## src/rtl/sound_event_scheduler.sv

```systemverilog
// Priority scheduler sharing one tone generator between four game events (two-note jingles timed in frames).
// Optional build macro SOUND_PREEMPT_EN: a higher-priority pending event aborts a playing one.
module sound_event_scheduler #(
  parameter int NOTE_FRAMES = 8,
  parameter int GAP_FRAMES  = 4
) (
  input  logic       clk,
  input  logic       resetN,
  input  logic       startOfFrame,
  input  logic [3:0] event_req,
  output logic       sound_en,
  output logic [3:0] freq_idx,
  output logic [1:0] active_id,
  output logic       busy,
  output logic       event_done,
  output logic [3:0] pending
);

  typedef enum logic [1:0] {S_IDLE, S_PLAY0, S_PLAY1, S_GAP} state_t;

  localparam logic [5:0] NOTE_LAST = 6'(NOTE_FRAMES - 1);
  localparam logic [5:0] GAP_LAST  = 6'(GAP_FRAMES - 1);

  state_t     r_state, w_state_next;
  logic [5:0] r_cnt, w_cnt_next;
  logic [3:0] r_req_d, r_pending, w_pending_next, w_rise, w_clear;
  logic       r_sound_en, w_sound_en_next;
  logic [3:0] r_freq, w_freq_next;
  logic [1:0] r_id, w_id_next;
  logic       r_busy, w_busy_next;
  logic       r_done, w_done_next;
  logic       w_any;
  logic [1:0] w_top_id;

  function automatic logic [3:0] note0(input logic [1:0] id);
    case (id)
      2'd0:    note0 = 4'd9;
      2'd1:    note0 = 4'd4;
      2'd2:    note0 = 4'd4;
      default: note0 = 4'd7;
    endcase
  endfunction

  function automatic logic [3:0] note1(input logic [1:0] id);
    case (id)
      2'd0:    note1 = 4'd7;
      2'd1:    note1 = 4'd7;
      2'd2:    note1 = 4'd9;
      default: note1 = 4'd2;
    endcase
  endfunction

  assign w_rise         = event_req & ~r_req_d;
  assign w_pending_next = (r_pending & ~w_clear) | w_rise;
  assign w_any          = |r_pending;

  // Fixed priority: later (higher-index) bits override earlier ones.
  always_comb begin
    w_top_id = 2'd0;
    if (r_pending[1]) w_top_id = 2'd1;
    if (r_pending[2]) w_top_id = 2'd2;
    if (r_pending[3]) w_top_id = 2'd3;
  end

  // NOTE: every signal gets a default before the case so no path leaves one unassigned (no latches).
  always_comb begin
    w_state_next    = r_state;
    w_cnt_next      = r_cnt;
    w_clear         = 4'd0;
    w_sound_en_next = r_sound_en;
    w_freq_next     = r_freq;
    w_id_next       = r_id;
    w_busy_next     = r_busy;
    w_done_next     = 1'b0;

    case (r_state)
      S_IDLE: begin
        if (w_any) begin
          w_clear         = 4'b0001 << w_top_id;
          w_state_next    = S_PLAY0;
          w_cnt_next      = 6'd0;
          w_sound_en_next = 1'b1;
          w_freq_next     = note0(w_top_id);
          w_id_next       = w_top_id;
          w_busy_next     = 1'b1;
        end
      end
      S_PLAY0: begin
        if (startOfFrame) begin
          if (r_cnt == NOTE_LAST) begin
            w_state_next = S_PLAY1;
            w_cnt_next   = 6'd0;
            w_freq_next  = note1(r_id);
          end else begin
            w_cnt_next = r_cnt + 6'd1;
          end
        end
      end
      S_PLAY1: begin
        if (startOfFrame) begin
          if (r_cnt == NOTE_LAST) begin
            w_done_next     = 1'b1;
            w_sound_en_next = 1'b0;
            w_freq_next     = 4'd0;
            w_cnt_next      = 6'd0;
            if (GAP_FRAMES != 0) begin
              w_state_next = S_GAP;
            end else begin
              w_state_next = S_IDLE;
              w_id_next    = 2'd0;
              w_busy_next  = 1'b0;
            end
          end else begin
            w_cnt_next = r_cnt + 6'd1;
          end
        end
      end
      S_GAP: begin
        if (startOfFrame) begin
          if (r_cnt == GAP_LAST) begin
            w_state_next = S_IDLE;
            w_cnt_next   = 6'd0;
            w_id_next    = 2'd0;
            w_busy_next  = 1'b0;
          end else begin
            w_cnt_next = r_cnt + 6'd1;
          end
        end
      end
      default: w_state_next = S_IDLE;
    endcase

`ifdef SOUND_PREEMPT_EN
    // Abort overrides any note/frame transition decided above; the aborted event is simply dropped.
    if ((r_state == S_PLAY0 || r_state == S_PLAY1) && w_any && (w_top_id > r_id)) begin
      w_clear         = 4'b0001 << w_top_id;
      w_state_next    = S_PLAY0;
      w_cnt_next      = 6'd0;
      w_sound_en_next = 1'b1;
      w_freq_next     = note0(w_top_id);
      w_id_next       = w_top_id;
      w_busy_next     = 1'b1;
      w_done_next     = 1'b0;
    end
`endif
  end

  // NOTE: sequential state uses non-blocking assignments so all registers update from the same old values.
  always_ff @(posedge clk or negedge resetN) begin
    if (!resetN) begin
      r_state    <= S_IDLE;
      r_cnt      <= 6'd0;
      r_req_d    <= 4'd0;
      r_pending  <= 4'd0;
      r_sound_en <= 1'b0;
      r_freq     <= 4'd0;
      r_id       <= 2'd0;
      r_busy     <= 1'b0;
      r_done     <= 1'b0;
    end else begin
      r_state    <= w_state_next;
      r_cnt      <= w_cnt_next;
      r_req_d    <= event_req;
      r_pending  <= w_pending_next;
      r_sound_en <= w_sound_en_next;
      r_freq     <= w_freq_next;
      r_id       <= w_id_next;
      r_busy     <= w_busy_next;
      r_done     <= w_done_next;
    end
  end

  assign sound_en   = r_sound_en;
  assign freq_idx   = r_freq;
  assign active_id  = r_id;
  assign busy       = r_busy;
  assign event_done = r_done;
  assign pending    = r_pending;

endmodule

```

## config.mk

```make
export PLATFORM = sky130hd
export DESIGN_NAME = sound_event_scheduler
export DESIGN_NICKNAME = d
export VERILOG_FILES = /design/src/rtl/sound_event_scheduler.sv
export SDC_FILE = /design/constraint.sdc
export NUM_CORES = 1
export LEC_CHECK = 0
export ABC_CLOCK_PERIOD_IN_PS = 1600
export CORE_MARGIN = 2
export CORE_UTILIZATION = 48
export CTS_CLUSTER_SIZE = 40
export DETAILED_ROUTE_END_ITERATION = 7
export GPL_TIMING_DRIVEN = 0
export MAX_ROUTING_LAYER = met4
export PLACE_DENSITY = 0.84
export SYNTH_ARGS = -nofsm -noshare
export SYNTH_HDL_FRONTEND = slang
export SYNTH_SLANG_ARGS = --single-unit
```

## constraint.sdc

```tcl
create_clock -name clk -period 1.6 [get_ports clk]
set_input_delay 0.32 -clock clk [delete_from_list [all_inputs] [get_ports clk]]
set_output_delay 0.32 -clock clk [all_outputs]
set_load 0.05 [all_outputs]
```

==> metrics <==
final worst path period share 1.08; Placed Cells 182; vias 1211; Logic pwr share 0.699; I/O Buffers 19; total net switching power 2.06 mW; layout cell share with drive strength beyond 1 0.438; die area around 3400 sq um; IO Count 20; RSZ-0062 raised after global routing yes; Die H 58.4 um; worst-path cell chain ha_4 -> nor4b_4 -> and3_4 -> o21ai_4 -> mux2_4; grt ovf 0; largest net degree at the start of global routing 26; Worst Clk Skew ~4.7 ps; total track usage 0.240; drt first pass iters 4; most frequent cells in the layout 21 x dfrtp_1, 18 x buf_4, 14 x nand2_1; Cell Int Power approximately 2.3 mW; CP delay by family, top simple AND/OR/NAND/NOR gates; Final Power between 4 and 5 mW; drt first-iter violations 33; Synth async-reset ratio 1.00; flops & latches, synth 25; initial antenna violation count 0; post-route minimum period about 1700 ps; Seq/Total Area, Yosys 0.441; Post-synth EDFFs 0; crit path kind reg2reg; die width around 58 um; Lkg Pwr around 0.93 nW; worst hold path class in2reg; TritonCTS Sinks 25; CP Buf/Inv Count 0; Worst-Margin Slew around 1100 ps; NumNets Final 197; setup TNS -945 ps; Critical Path End Type register; Post-Layout Inst Area between 2000 and 2500 sq um; WP data arrival roughly 2000 ps; commonest non-fill, non-tap cell in the layout dfrtp_1; count of cell types in the netlist 41; routability cong. roughly 0.88; area delta synth->final 41.4%; initial core utilization 0.510; DP Area 1690 sq um; clock buffer depth 2; antenna diode count 0; WHS Path Cells 1; status complete, but fails checks; critical path peak fanout 4; Peak VDD IR 1.75 mV; WL/cell 16.9 um; Post-Syn Area per Cell about 11 sq um; final setup fails 15; sequential power share 0.231; delay of the slowest cell on the worst path 430 ps; via/cell ratio about 6; startpoint types register; dominant synthesized flop cell dfrtp_1; Syn Inst Count 132; vias in the first global route around 1200; fmax around 580 MHz; clock transition at the registers of the reported paths 150 ps; post-route insts no fill roughly 210; clock root buffer clkbuf_4; first-pass GRT wire length approximately 6 mm; path depth of the worst reg2reg path 5; CTS tree done; failing checks negative setup slack; fin worst setup slack -121 ps; Power Density between 2000 and 2500 nW/um^2; switching share of total power 0.470; final hold vios 0; CP required ~1900 ps; Post-DP HPWL between 1.5 and 2 mm; DRC violations left 0; clock share of power 0.070; Max Cap Viol 0; CORE AREA 2780 sq um; WL final around 3.5 mm; H-tree depth 1; Final Slew Violations 0; num rows 19; Ys Warns 0; Antenna Nets Post-Route 0; clock latency on the worst-skew pair 340 ps; synthesized area 1420 sq um; hold_ws ~420 ps; max_slew headroom 0.284; CP max-delay cell dfrtp_1; Synthesized Nets 152; Worst path depth 5; TritonCTS Buffers 3
==> cells by family after synthesis <==
family                     count (synthesis)  share of synthesized area
AOI/OAI and AO/OA                         31                      0.168
adders and majority gates                 13                      0.115
buffers and inverters                     14                     0.0379
DFF                                       25                      0.441
muxes                                      7                     0.0679
and+or+nand+nor                           42                      0.170
==> power by group through the flow <==
stage	Combinational (mW)	Sequential (mW)	Clock [mW]
floorplan	1.31	1.41	0
global placement	2.18	1.01	0
detailed placement	2.24	1.02	0
CTS	2.77	0.995	0.303
global route	3.28	1.04	0.337
finish	3.07	1.01	0.310
==> layer usage <==
metal  GRT usage  up-vias  share of wire
met1       0.336      603           0.47
met4      0.0698        0          0.013
li1            -      559              -
met5           -        -              0
met2       0.350       43           0.46
met3      0.0549        6          0.052
==> worst paths after layout <==
check,from,end,slack [ps]
hold reg to reg,r_req_d[2],pending[2],430
max in group asynchronous,resetN,pending[3],360
setup reg to reg,r_cnt[0],freq_idx[3],-120
hold / removal,event_req[3],r_req_d[3],420
setup / recovery,r_cnt[0],freq_idx[3],-120
min in group asynchronous,resetN,r_req_d[3],540
==> area by class of cell <==
cell class                 count  area [sq um]
buffer                         3          26.3
clock buffer                   3          22.5
clock inverter                 1          7.51
fill                         177           776
inverter                      11          41.3
multi-input combinational     93           907
sequential                    25           631
tap                           31          38.8
timing repair buffer          40           332
==> what timing repair did <==
| item | in CTS | in global routing |
|---|---|---|
| hold buffers | 0 | 0 |
| gates resized for setup | 47 | 21 |
| endpoints found under the hold margin | 0 | 0 |
| pin swaps | 8 | 8 |
| setup endpoints to repair | 28 | 25 |
| buffers inserted | 17 | 4 |
| cloned | 0 | 0 |
==> metrics by stage <==
stage | util | setup slack, ps
6_report | 0.721 | -121
5_1_grt | 0.721 | -194
4_1_cts | 0.701 | -39.4
3_5_place_dp | 0.607 | -280
3_3_place_gp | 0.607 | -240
2_1_floorplan | - | -57.9
==> state kept, by name, summed over array words and instances (netlist names) <==
name and flops:
r_state 2, r_req_d 4, event_done 1, active_id 2, r_cnt 6, sound_en 1
busy 1, freq_idx 4, pending 4
==> synthesized netlist by cell type, types with 2 or more instances <==
| cell | instances | area, sq um |
|---|---|---|
| dfrtp_1 | 25 | 626 |
| nand2_1 | 14 | 52.6 |
| ha_1 | 13 | 163 |
| inv_1 | 11 | 41.3 |
| nor2_1 | 7 | 26.3 |
| o21ai_0 | 7 | 35.0 |
| mux2_4 | 5 | 75.1 |
| nand3_1 | 5 | 25.0 |
| a21oi_1 | 4 | 20.0 |
| a22o_1 | 4 | 35.0 |
| nor2b_1 | 4 | 25.0 |
| a211oi_1 | 2 | 15.0 |
| and3_1 | 2 | 12.5 |
| clkbuf_1 | 2 | 7.51 |
No activity file was read; power rests on OpenSTA's default activity.
